File: src/rtl/fetch_ctrl.sv
// fetch_ctrl: instruction-fetch sequencer with a 2-entry prefetch buffer.
// Drives the byte address of a zero-latency instruction memory and captures
// each returned word with its address. Instructions go to decode over a
// valid/ready handshake. The block supports start, redirect with a buffer
// flush, and halt on a sentinel instruction word.
module fetch_ctrl #(
    parameter logic [7:0]  RESET_PC  = 8'h00,
    parameter logic [31:0] HALT_WORD = 32'hFFFF_FFFF,
    parameter int          DEPTH     = 2
) (
    input  logic        clk,
    input  logic        rstN,
    input  logic        startIn,
    output logic [7:0]  pcOut,
    input  logic [31:0] insIn,
    input  logic        redirectIn,
    input  logic [7:0]  redirectPcIn,
    output logic [31:0] insOut,
    output logic [7:0]  insPcOut,
    output logic        validOut,
    input  logic        readyIn,
    output logic        haltedOut,
    output logic        busyOut
);

    typedef enum logic [1:0] {
        IDLE  = 2'd0,
        FETCH = 2'd1,
        HALT  = 2'd2
    } stateT;

    localparam logic [1:0] FULL = 2'd2;

    stateT       state;
    stateT       stateNext;
    logic [7:0]  pcReg;
    logic [7:0]  pcNext;
    logic [1:0]  countReg;
    logic [1:0]  countNext;
    logic        busyReg;
    logic        haltedReg;

    // Buffer slots; slot 0 is always the head presented to decode.
    logic [31:0] bufIns [DEPTH];
    logic [7:0]  bufPc  [DEPTH];

    logic        flush;
    logic        pop;
    logic        canPush;
    logic        push;
    logic        haltHit;
    logic        wrIdx;

    // Handshake and buffer-control decode for the current cycle.
    always_comb begin
        // A redirect outranks everything; IDLE ignores it.
        flush   = redirectIn && (state != IDLE);
        // A pop coinciding with a redirect is discarded, so it is masked here.
        pop     = (countReg != 2'd0) && readyIn && !flush;
        canPush = (state == FETCH) && ((countReg < FULL) || pop);
        push    = !flush && canPush && (insIn != HALT_WORD);
        haltHit = !flush && canPush && (insIn == HALT_WORD);
        // Slot that receives the new word once any pop has shifted the buffer.
        wrIdx   = ((countReg == 2'd1) && !pop) || (countReg == FULL);
    end

    // Next-state, next-PC and next-occupancy computation.
    always_comb begin
        stateNext = state;
        pcNext    = pcReg;
        countNext = countReg + {1'b0, push} - {1'b0, pop};
        case (state)
            IDLE: begin
                if (startIn) begin
                    stateNext = FETCH;
                    pcNext    = RESET_PC;
                end
            end
            FETCH: begin
                if (push) begin
                    pcNext = pcReg + 8'd4;
                end else if (haltHit) begin
                    stateNext = HALT;
                end
            end
            HALT: begin
                stateNext = HALT;
            end
            default: begin
                stateNext = IDLE;
            end
        endcase
        if (flush) begin
            stateNext = FETCH;
            pcNext    = redirectPcIn & 8'hFC;
            countNext = 2'd0;
        end
    end

    // Sequencer state, fetch address and registered status outputs.
    always_ff @(posedge clk or negedge rstN) begin
        if (!rstN) begin
            state     <= IDLE;
            pcReg     <= RESET_PC;
            busyReg   <= 1'b0;
            haltedReg <= 1'b0;
        end else begin
            state     <= stateNext;
            pcReg     <= pcNext;
            busyReg   <= (stateNext == FETCH);
            haltedReg <= (stateNext == HALT);
        end
    end

    // Buffer occupancy counter.
    always_ff @(posedge clk or negedge rstN) begin
        if (!rstN) begin
            countReg <= 2'd0;
        end else begin
            countReg <= countNext;
        end
    end

    // Per-slot storage: load the fetched word, or shift toward the head on a pop.
    for (genvar gi = 0; gi < DEPTH; gi++) begin : gSlot
        if (gi < DEPTH - 1) begin : gShift
            // Slot with a successor: shifts forward when the head is consumed.
            always_ff @(posedge clk or negedge rstN) begin
                if (!rstN) begin
                    bufIns[gi] <= 32'h0;
                    bufPc[gi]  <= 8'h0;
                end else if (push && (wrIdx == 1'(gi))) begin
                    bufIns[gi] <= insIn;
                    bufPc[gi]  <= pcReg;
                end else if (pop) begin
                    bufIns[gi] <= bufIns[gi+1];
                    bufPc[gi]  <= bufPc[gi+1];
                end
            end
        end else begin : gTail
            // Last slot: only ever loaded from memory.
            always_ff @(posedge clk or negedge rstN) begin
                if (!rstN) begin
                    bufIns[gi] <= 32'h0;
                    bufPc[gi]  <= 8'h0;
                end else if (push && (wrIdx == 1'(gi))) begin
                    bufIns[gi] <= insIn;
                    bufPc[gi]  <= pcReg;
                end
            end
        end
    end

    assign pcOut     = pcReg;
    assign insOut    = bufIns[0];
    assign insPcOut  = bufPc[0];
    assign validOut  = (countReg != 2'd0);
    assign busyOut   = busyReg;
    assign haltedOut = haltedReg;

endmodule
File: config.mk
export PLATFORM = sky130hd
export DESIGN_NAME = fetch_ctrl
export DESIGN_NICKNAME = d
export VERILOG_FILES = /design/src/rtl/fetch_ctrl.sv
export SDC_FILE = /design/constraint.sdc
export NUM_CORES = 1
export LEC_CHECK = 0
export BUFFER_PORTS_ARGS = -buffer_cell sky130_fd_sc_hd__buf_2
export CAP_MARGIN = 5
export CORE_ASPECT_RATIO = 0.5
export CORE_MARGIN = 2
export CORE_UTILIZATION = 33
export CTS_BUF_LIST = sky130_fd_sc_hd__clkbuf_8 sky130_fd_sc_hd__clkbuf_16
export DETAILED_ROUTE_END_ITERATION = 10
export GPL_TIMING_DRIVEN = 0
export PLACE_DENSITY = 0.55
export SLEW_MARGIN = 40
export SYNTH_ARGS = -nofsm -noshare
export SYNTH_HDL_FRONTEND = slang
export SYNTH_SLANG_ARGS = --single-unit
File: constraint.sdc
create_clock -name clk -period 2.9 [get_ports clk]
set_input_delay 0.58 -clock clk [delete_from_list [all_inputs] [get_ports clk]]
set_output_delay 0.58 -clock clk [all_outputs]
set_load 0.01 [all_outputs]
=== Word level (Yosys, flattened, before mapping) ===
Cells that the tools add are included.

* Register bits: 94
* Output and inout port bits: 51

* Add/sub/neg operators: 3
* $lt $le $gt $ge: 1
* Eq/ne operators: 10
* Muxes and demuxes: 14
* Bitwise logic cells: 1
* Reductions and logical operators: 20

{| class="wikitable"
|+ Operator list
! cell !! number
|-
| 2-to-1 mux 32 bit || 2
|-
| 2-to-1 mux 8 bit || 5
|-
| equality test 32 bit, second input constant || 1
|-
| != test 32 bit, second input constant || 1
|-
| case mux 8 bit (2 select lines) || 1
|-
| logical AND 1 bit || 10
|-
| 2-to-1 mux 2 bit || 5
|-
| adder 8 x 3 -> 8 bit, second input constant || 1
|-
| equality test 2 x 1 -> 1 bit, second input constant || 3
|-
| equality test 2 bit, second input constant || 3
|-
| != test 3 bit, second input constant || 2
|-
| case mux 2 bit (3 select lines) || 1
|-
| nonzero test 2 bit || 3
|-
| AND reduction 3 bit || 1
|-
| nonzero test 3 bit || 1
|-
| adder 2 x 1 -> 2 bit || 1
|-
| logical NOT 1 bit || 2
|-
| logical NOT 2 bit || 1
|-
| logical OR 1 bit || 2
|-
| < comparator 2 bit, second input constant || 1
|-
| subtractor 2 x 1 -> 2 bit || 1
|-
| inverter 1 bit || 1
|}

=== Logic depth before layout (Yosys ltp) ===
* Depth after elaboration: 13
* Gate-level depth with buffers: 10

=== Worst setup path after synthesis ===
Ideal clock, no wire load.

* Path kind: in2reg
* From: in redirectIn
* To: reg countReg[1]
* Setup time: 0.132 ns
* Arrival time: 2.083 ns
* Required time: 2.768 ns
* Path slack: 0.685 ns
* Stages: 9
* Cell sequence: o21a_1 > nor2_1 > buf_1 > ha_1 > inv_1 > ha_1 > xnor2_1 > xnor2_1 > nor2_1

* Word-level cells in the longest chain between the ends: 10

{| class="wikitable"
|+ RTL lines
! item !! line !! text
|-
| start: declaration || 16 || <nowiki>input logic redirectIn,</nowiki>
|-
| logical AND 1 bit (*) || 57 || <nowiki>flush = redirectIn && (state != IDLE);</nowiki>
|-
| logical NOT 1 bit || 59, 61 ||
|-
| logical AND 1 bit || 59 || <nowiki>pop = (countReg != 2'd0) && readyIn && !flush;</nowiki>
|-
| logical OR 1 bit || 60 || <nowiki>canPush = (state == FETCH) && ((countReg < FULL) || pop);</nowiki>
|-
| logical AND 1 bit || 60 ||
|-
| logical AND 1 bit (2 in series) || 61 || <nowiki>push = !flush && canPush && (insIn != HALT_WORD);</nowiki>
|-
| adder 2 x 1 -> 2 bit || 71 || <nowiki>countNext = countReg + {1'b0, push} - {1'b0, pop};</nowiki>
|-
| subtractor 2 x 1 -> 2 bit || 71 ||
|-
| 2-to-1 mux 2 bit (*) || 93 || <nowiki>if (flush) begin</nowiki>
|-
| named net countNext[1] || 39 || <nowiki>logic [1:0] countNext;</nowiki>
|-
| end signal: assignment || 120 || <nowiki>countReg <= countNext;</nowiki>
|-
| end: declaration || 38 || <nowiki>logic [1:0] countReg;</nowiki>
|}

The timed path passes the listed nets; every way through them passes the cells marked *.
A chain may end at the register's enable or synchronous reset.

=== Worst setup path after layout ===
* From: reg state[1]
* To: reg countReg[1]

* Word-level cells in the longest chain between the ends: 11

{| class="wikitable"
|+ RTL lines
! item !! line !! text
|-
| start: declaration || 34 || <nowiki>stateT state;</nowiki>
|-
| start signal: assignment || 108 || <nowiki>state <= stateNext;</nowiki>
|-
| nonzero test 2 bit || 57 ||
|-
| logical AND 1 bit || 57 ||
|-
| logical NOT 1 bit || 59, 61 ||
|-
| logical AND 1 bit || 59 ||
|-
| logical OR 1 bit || 60 ||
|-
| logical AND 1 bit || 60 ||
|-
| logical AND 1 bit (2 in series) || 61 ||
|-
| adder 2 x 1 -> 2 bit || 71 ||
|-
| subtractor 2 x 1 -> 2 bit || 71 ||
|-
| 2-to-1 mux 2 bit (*) || 93 ||
|-
| named net countNext[1] || 39 ||
|}

Marked as above.

==> results.toml <==
[outcome]
outcome = "completed"

[synthesis]
synth_cells = 372
synth.distinct_cells = 41
synthArstFlopShare_pct = 100
yosys_warnings = 0
synth-compound-area-share_pct = 8.86
synth-xor-area-share_pct = 0.602
synth_simple_gate_area_share_pct = 8.34
synth_mux_area_share_pct = 20.8
synth_fa_ha_area_share_pct = 0.860
yosysTopAreaCellShare_pct = 50.5
ys_seq_elements = 88
synth.avg_cell_area_um2 = 11.7
syn_area_um2 = 4360
yosys.area.top_type = "dfrtp_1"
synth_top_family_by_area = "multiplexers"
synth_area_leaders = "dfrtp_1, mux2i_1, buf_4, mux2_4, mux2_2"
ys_seq_area_share_pct = 50.5
synthFlopType = "dfrtp_1"
synth_edf_count = 0

[detailed_routing]
drt_iter0_markers = 155
wl_per_cell_um = 14.7
dr.pass1.iters = 5
ant_nets = 0
vias = 2981
route.detailed.drc = 0
wl_um = 9560
avgViaCountPerCell = 4.58

[global_routing]
antenna_found_initial = 0
grt_pass1_vias = 3022
grt_max_degree = 48
grt.total_usage_pct = 14.0
grt_overflow = 0
grt_pass1_wl_um = 15800

[sta]
fmax_mhz = 423
setup_viol = 0
rsz0062_at_grt = "false"
setup_tns_ns = 0
fin_skew_ns = 0.00451
period_needed_ns = 2.36
finalCritPeriodShare_pct = 81.5
tightest_slew_ns = 0.842
timing_hold_violations_final = 0
drv_slew = 0
relSlewSlack_pct = 43.8

[placed_design]
detailed_place_hpwl_um = 6940
gp_congestion = 0.740
placed_area_um2 = 5070
dpl.cell_count = 635
numPortBuffers = 89

[power_and_ir_drop]
clockPowerShare_pct = 20.8
intPower_mw = 3.74
fin_total_pwr_mw = 5.53
ir_worst_vdd_v = 0.000411
netSwitchingFraction_pct = 32.4
combPwrFrac_pct = 41.1
p_leak_nw = 2.49
power.switching_mw = 1.79
power_density_nw_per_um2 = 1030
seqPwrFrac_pct = 38.1

[final_layout]
fin_area_um2 = 5370
final_common_cell = "buf_2"
num_antenna_cells = 0
seq_area_um2 = 2200
multiInputGateArea_um2 = 1740
final_cell_mix = "buf_2, dfrtp_1, nand2_1, o21ai_0, buf_4"
drive_above_1_share_pct = 43.2
post-route-util_pct = 42.0
fillCellCount = 1269
final_cell_count_no_fill = 651
fin_nets = 524
syn_to_final_growth_pct = 23.0

[clocking]
cts.path.max_buffers = 2
cts_root_buf = "clkbuf_16"
clock_sinks = 88
cts_tree = "done"
ctsHoldBuffers = 0
cts.clk_slew.worst_paths_ns = 0.07
cts_buffers = 9
cts.repair.resized = 0
htreeDepth = 3
insertion_delay_ns = 0.33
cts_setup_buffers = 0

[setup_path]
worstReg2RegEnd = "countReg[1]"
arrival_ns = 2.56
r2r_cells = 10
r2r_slack_ns = 0.54
crit_fanout = 7
rr_startpoint = "state[1]"
startpoint_type = "flip-flop"
endpoint_kind = "flip-flop"
critPathKind = "flip-flop to flip-flop"
critPathLaunch = "state[1]"
required_ns = 3.10

[die]
rows = 29
dieWidth_um = 167
die-area_um2 = 14200
core_um2 = 12800
initial_core_util_pct = 34.2
die_y_um = 85.3
io_pins = 96

[worst_hold_path]
min_path_type = "primary input to asynchronous set/reset pin"

[flow_run]
drv_cap = 0
## flip-flops by register name, summed over array words and instances, names as in the netlist
| name | cells |
|---|---|
| bufIns | 32 |
| pcOut | 6 |
| haltedOut | 1 |
| insPcOut | 6 |
| busyOut | 1 |
| state | 2 |
| insOut | 32 |
| bufPc | 6 |
| countReg | 2 |
## worst max path at each step
| stage | slack (ns) | endpoint | cells past startpoint |
|---|---|---|---|
| after floorplan | 0.69 | countReg[1] | 9 |
| after global placement | 0.17 | countReg[1] | 10 |
| after detailed placement | 0.16 | countReg[1] | 10 |
| after CTS | 0.35 | countReg[1] | 9 |
| after global routing | 0.35 | countReg[1] | 10 |
| final | 0.54 | countReg[1] | 10 |
## stage by stage
step | hold slack (ns) | worst slack [ns]
floorplan | 0.284 | 0.685
global placement | 0.490 | 0.170
detailed placement | 0.498 | 0.164
CTS | 0.161 | 0.353
global route | 0.175 | 0.346
finish | 0.157 | 0.537
## area by class of cell
type	count	area share, %
inverter	5	0.350
clock buffer	9	4.20
timing repair buffer	90	8.93
clock inverter	7	1.35
multi-input combinational	223	32.3
sequential	88	41.0
tap	170	3.96
buffer	59	7.83
## power by group through the flow
| stage | combinational [mW] | clock [mW] | sequential (mW) |
|---|---|---|---|
| 5_1_grt | 2.51 | 1.23 | 2.19 |
| 3_5_place_dp | 2.31 | 0 | 2.13 |
| 2_1_floorplan | 1.71 | 0 | 2.04 |
| 4_1_cts | 2.32 | 1.18 | 2.12 |
| 6_report | 2.27 | 1.15 | 2.11 |
| 3_3_place_gp | 2.28 | 0 | 2.13 |
## Yosys cell counts (2+ instances only)
master,count
nor3_1,2
o221a_2,2
buf_4,42
dfrtp_1,88
nand4_1,7
o21ai_1,2
mux2i_1,38
clkbuf_1,5
mux2_2,20
nor2b_1,3
a21oi_1,2
nor4_4,2
nor2_1,6
ha_1,3
buf_2,8
o2bb2ai_1,2
xnor2_1,3
o21a_1,2
inv_1,5
buf_8,2
o21ai_0,42
nand2_1,46
o22ai_1,2
mux2_4,20
nand3_1,2
## worst max-delay path, cell delays in order (launching register included)
cell	delay [ns]
dfrtp_1	0.45
nor3b_2	0.29
o21ai_1	0.27
a21oi_2	0.29
inv_1	0.07
ha_1	0.27
inv_1	0.04
ha_1	0.18
xnor2_1	0.17
xnor2_1	0.14
nor2_1	0.06
## routing by layer
layer / up-vias / wire length (µm) / track usage (%)
met2: 52 / 4370 / 21.9
met1: 1459 / 4660 / 19.6
li1: 1462 / - / -
met3: 8 / 460 / 3.78
met4: 0 / 74 / 3.06
met5: - / 0 / 0
## cells by family (layout without fill, tap and decap cells)
family | after synthesis | count (layout)
AO/OA/AOI/OAI | 62 | 62
flip-flops | 88 | 88
multiplexers | 78 | 78
adder cells (fa/ha/maj) | 3 | 3
AND/OR/NAND/NOR | 73 | 73
XOR/XNOR | 3 | 3
other | 1 | 4
buffers and inverters | 64 | 170
Note: power is estimated with default switching activity, not from simulation.
